### config.mk
export PLATFORM = sky130hd
export DESIGN_NAME = alias_bus_arbiter
export DESIGN_NICKNAME = d
export VERILOG_FILES = /design/src/rtl/alias_bus_arbiter.sv
export SDC_FILE = /design/constraint.sdc
export NUM_CORES = 1
export LEC_CHECK = 0
export BUFFER_PORTS_ARGS = -buffer_cell sky130_fd_sc_hd__buf_2
export CORE_AREA = 10 10 264 266
export DETAILED_ROUTE_END_ITERATION = 8
export DIE_AREA = 0 0 274 276
export GPL_ROUTABILITY_DRIVEN = 0
export SLEW_MARGIN = 40
export SYNTH_ARGS = -nofsm -noshare
export SYNTH_HDL_FRONTEND = slang
export SYNTH_SLANG_ARGS = --single-unit
### constraint.sdc
create_clock -name clk -period 3 [get_ports clk]
set_clock_uncertainty 0.15 [all_clocks]
set_input_delay 0.9 -clock clk [delete_from_list [all_inputs] [get_ports clk]]
set_output_delay 0.9 -clock clk [all_outputs]
set_load 0.005 [all_outputs]
### src/rtl/alias_bus_arbiter.sv
// Round-robin, packet-locked arbiter: one requester owns the shared bus for a
// whole packet; beats leave through a single registered output stage tagged with their source.
module alias_bus_arbiter #(
  parameter  int NREQ  = 4,
  parameter  int WIDTH = 128,
  localparam int SRCW  = (NREQ > 1) ? $clog2(NREQ) : 1
) (
  input  logic                  clk,
  input  logic                  rst_n,
  input  logic [NREQ-1:0]       req_valid,
  input  logic [NREQ-1:0]       req_last,
  input  logic [NREQ*WIDTH-1:0] req_data,
  output logic [NREQ-1:0]       req_ready,
  output logic                  out_valid,
  output logic [WIDTH-1:0]      out_data,
  output logic                  out_last,
  output logic [SRCW-1:0]       out_src,
  input  logic                  out_ready,
  output logic [31:0]           pkt_count,
  output logic                  o_dbg_state
);

  // Handshake: a beat moves on any edge where valid && ready are both high;
  // req_ready never depends on req_valid, and out_valid/out_data stay stable while out_ready is low.
  typedef enum logic {
    ST_IDLE = 1'b0,
    ST_LOCK = 1'b1
  } state_t;

  state_t           r_state;
  logic [SRCW-1:0]  r_grant;
  logic [SRCW-1:0]  r_rr_ptr;
  logic             r_out_valid;
  logic [WIDTH-1:0] r_out_data;
  logic             r_out_last;
  logic [SRCW-1:0]  r_out_src;
  logic [31:0]      r_pkt_count;

  logic             w_any;
  logic [SRCW-1:0]  w_pick;
  logic             w_can_load;
  logic             w_xfer;
  logic [WIDTH-1:0] w_gnt_data;
  logic             w_gnt_last;
  logic [SRCW-1:0]  w_next_ptr;

  // Scan requesters starting at the round-robin pointer, wrapping modulo NREQ.
  always_comb begin
    w_any  = 1'b0;
    w_pick = '0;
    for (int k = 0; k < NREQ; k++) begin
      int idx;
      idx = int'(r_rr_ptr) + k;
      if (idx >= NREQ) idx = idx - NREQ;
      if (!w_any && req_valid[idx]) begin
        w_any  = 1'b1;
        w_pick = SRCW'(idx);
      end
    end
  end

  assign w_can_load = !r_out_valid || out_ready;
  assign w_gnt_data = req_data[r_grant*WIDTH +: WIDTH];
  assign w_gnt_last = req_last[r_grant];
  assign w_xfer     = (r_state == ST_LOCK) && req_valid[r_grant] && w_can_load;
  assign w_next_ptr = (r_grant == SRCW'(NREQ - 1)) ? '0 : r_grant + 1'b1;

  always_comb begin
    req_ready = '0;
    if (r_state == ST_LOCK) req_ready[r_grant] = w_can_load;
  end

  always_ff @(posedge clk or negedge rst_n) begin
    if (!rst_n) begin
      r_state     <= ST_IDLE;
      r_grant     <= '0;
      r_rr_ptr    <= '0;
      r_out_valid <= 1'b0;
      r_out_data  <= '0;
      r_out_last  <= 1'b0;
      r_out_src   <= '0;
      r_pkt_count <= '0;
    end else begin
      case (r_state)
        ST_IDLE: begin
          if (w_any) begin
            r_grant <= w_pick;
            r_state <= ST_LOCK;
          end
        end
        ST_LOCK: begin
          // A granted requester that stalls keeps the lock; there is no timeout.
          if (w_xfer && w_gnt_last) begin
            r_pkt_count <= r_pkt_count + 32'd1;
            r_rr_ptr    <= w_next_ptr;
            r_state     <= ST_IDLE;
          end
        end
        default: r_state <= ST_IDLE;
      endcase

      if (w_xfer) begin
        r_out_valid <= 1'b1;
        r_out_data  <= w_gnt_data;
        r_out_last  <= w_gnt_last;
        r_out_src   <= r_grant;
      end else if (out_ready) begin
        r_out_valid <= 1'b0;
      end
    end
  end

  assign out_valid   = r_out_valid;
  assign out_data    = r_out_data;
  assign out_last    = r_out_last;
  assign out_src     = r_out_src;
  assign pkt_count   = r_pkt_count;
  assign o_dbg_state = r_state;

endmodule

==> impl_metrics.csv <==
group,metric,value,unit
worst_setup_path,max_stage_delay,0.57,ns
detailed_routing,viasPerCell,4.088,
clock_network,cts_hold_buf,0,
floorplanning,boundaryPins,692,
place,hpwl,38.73,mm
sta,finalCritPeriodShare,89.98,%
job,maxCapViolCount,0,
detailed_routing,vias,8956,
worst_setup_path,crit_family,"flip-flops",
pwr,irDropWorstVdd,0.7334,mV
pwr,p_switching,4.518,mW
outcome,outcome,"complete, no violations",
final_layout,final_common_cell,"buf_2",
detailed_routing,wire_per_inst,20.44,um
clock_network,insertion_delay,0.46,ns
place,io_buffer_count,691,
yosys,yosys_register_bits,169,
sta,slew_violations,0,
pwr,leakagePower,7.020,nW
worst_setup_path,cp.arrival,1.65,ns
worst_setup_path,critPathRequiredTime,1.95,ns
floorplanning,start_util,15.43,%
global_route,overflow,0,
worst_setup_path,crit_path_max_fanout,13,
place,place_ws,0.2036,ns
yosys,avgSynthCellArea,15.88,sq um
yosys,synth_area_leader_cell,"dfrtp_1",
floorplanning,die_area,75620,sq um
global_route,antenna_found_initial,11,
detailed_routing,drt_iter0_drc,339,
clock_network,tritoncts,"built",
worst_setup_path,critPathLaunchType,"flip-flop",
floorplanning,core_area,64120,sq um
worst_setup_path,path_cells,"inv_1 -> ha_1 -> and3_1 -> buf_2",
worst_setup_path,cpMaxStageDelayCell,"dfrtp_4",
sta,rsz0062_at_grt,"false",
sta,hold_viol_final,0,
pwr,power.internal,8.656,mW
floorplanning,rows,93,
detailed_routing,ant_nets,0,
final_layout,final_cell_mix,"buf_2, dfrtp_1, mux2_2, mux4_2, xnor2_1",
yosys,syn_nets,1151,
floorplanning,die_h,276,um
global_route,first_global_vias,10170,
detailed_routing,drcViolationCount,0,
pwr,p_comb_share,51.7,%
final_layout,multiInputGateArea,5394,sq um
pwr,p_sw_share,34.30,%
clock_network,root_buffer,"clkbuf_16",
yosys,async_reset_ff_share,100.0,%
clock_network,path_clk_slew,0.07,ns
sta,max_slew.worst_pin.slew,0.8107,ns
final_layout,syn_to_final_growth,53.65,%
clock_network,clockBufferDepth,2,
pwr,p_clk_share,18.1,%
global_route,grt_pass1_wl,65.21,mm
pwr,p_per_area,866.5,nW/um^2
yosys,seq_area_frac_synth,42.74,%
yosys,mappedNetlistArea,9896,sq um
yosys,synth_edf_count,0,
yosys,synth.area.top_cells,"dfrtp_1, mux4_2, mux2_2",
final_layout,fillers,6866,
floorplanning,fp.dieW,274,um
final_layout,drive_gt1_share,76.82,%
clock_network,cts_inserted_buffers,17,
yosys,ys_types,46,
worst_setup_path,crit_path_end_kind,"output port",
clock_network,htreeDepth,4,
worst_setup_path,critPathKind,"reg -> out",
yosys,ys.flop_type,"dfrtp_1",
clock_network,cts_resized,0,
final_layout,layout.nets,1848,
global_route,grt_max_degree,73,
clock_network,postCtsSetupBuffers,0,
yosys,yosysWarnings,0,
detailed_routing,dr.pass1.iters,4,
worst_hold_path,hold_path.class,"in -> async",
sta,relSlewSlack,45.96,%
sta,setup_tns,0,ns
yosys,syn_inst,623,
detailed_routing,drt_wl_total,44.78,mm
clock_network,clock_sinks,169,
sta,setup_ws,0.3005,ns
global_route,grt_usage,11.43,%
sta,max_freq,0.3704,GHz
sta,min_period,2.699,ns
yosys,netlist.area_leader.share,42.74,%
pwr,p_seq_share,30.2,%
final_layout,register_area,4237,sq um
sta,setup_viol,0,
worst_setup_path,critPathBufInv,2,
-- Yosys cell counts, types with 3 or more instances --
master	n
a21oi_1	6
clkbuf_1	15
buf_2	14
and2_1	3
nand4_1	10
buf_4	9
dfrtp_1	169
xor2_1	7
nand3_1	10
mux2i_1	3
mux2_2	131
ha_1	5
and3_1	8
o21ai_0	5
inv_1	9
buf_1	7
xnor2_1	24
nor2_1	9
nor4_1	4
nand2_1	17
mux4_2	129
-- worst paths after layout --
path | cells past startpoint | slack, ns | end | start
max | 4 | 0.30 | req_ready[0] | r_grant[1]$_DFFE_PN0P_
min in group clk | 1 | 0.34 | out_last$_DFFE_PN0P_ | out_last$_DFFE_PN0P_
max reg2reg | 6 | 0.61 | pkt_count[24]$_DFFE_PN0P_ | pkt_count[0]$_DFFE_PN0P_
max in group asynchronous | 2 | 1.79 | out_data[16]$_DFFE_PN0P_ | rst_n
min | 1 | 0.30 | out_data[53]$_DFFE_PN0P_ | rst_n
min reg2reg | 1 | 0.34 | out_last$_DFFE_PN0P_ | out_last$_DFFE_PN0P_
-- worst register-to-register path: stages, from the launching register on --
cell	delay (ns)
dfrtp_1	0.46
ha_1	0.27
inv_1	0.10
or4b_4	0.57
nor4_4	0.42
nand2_1	0.14
xnor2_1	0.15
-- final cells by class --
class                      instances  share of cell area (%)
multi-input combinational        399                   35.48
clock inverter                    12                   1.226
inverter                           9                  0.2222
timing repair buffer             724                   25.26
sequential                       169                   27.86
clock buffer                      20                   2.872
tap                              855                   7.036
antenna                            3                 0.04937
-- power groups by stage --
| stage | Sequential (mW) | Combinational [mW] | Clock, mW |
|---|---|---|---|
| detailed placement | 4.00 | 6.97 | 0 |
| CTS | 3.98 | 6.97 | 2.53 |
| finish | 3.98 | 6.81 | 2.39 |
| global route | 4.11 | 7.40 | 2.59 |
| global placement | 3.96 | 6.79 | 0 |
| floorplan | 3.92 | 4.26 | 0 |
-- state kept, by name, indices dropped and copies added, names as in the netlist --
register     flops
out_data       128
pkt_count       32
out_src          2
r_grant          2
r_rr_ptr         2
o_dbg_state      1
out_last         1
out_valid        1
-- metrics by stage --
step,hold WS (ns),instances,util [%],power (mW),area [sq um]
floorplan,0.3182,623,-,8.182,9896
detailed placement,0.3232,2156,22.73,10.97,14570
finish,0.2999,2191,23.71,13.17,15200
global placement,0.3212,2156,22.73,10.75,14570
CTS,0.2731,2188,23.70,13.48,15200
global route,0.2983,2188,23.70,14.10,15200
-- routing by layer --
metal | up-vias | global-route usage [%] | share of wire [%]
met4 | 4 | 3.808 | 2.4
li1 | 3865 | - | -
met1 | 4527 | 12.06 | 36
met3 | 50 | 4.365 | 9.6
met2 | 510 | 20.43 | 52
met5 | - | 0 | 0.051
-- cell families after synthesis --
family,share of synthesized area [%]
adders and majority gates,0.6322
xor gates and xnor gates,2.744
AOI/OAI and AO/OA,1.353
buffers and inverters,2.756
muxes,44.57
DFF,42.74
and+or+nand+nor,5.209
Note: power is estimated with default switching activity, not from simulation.
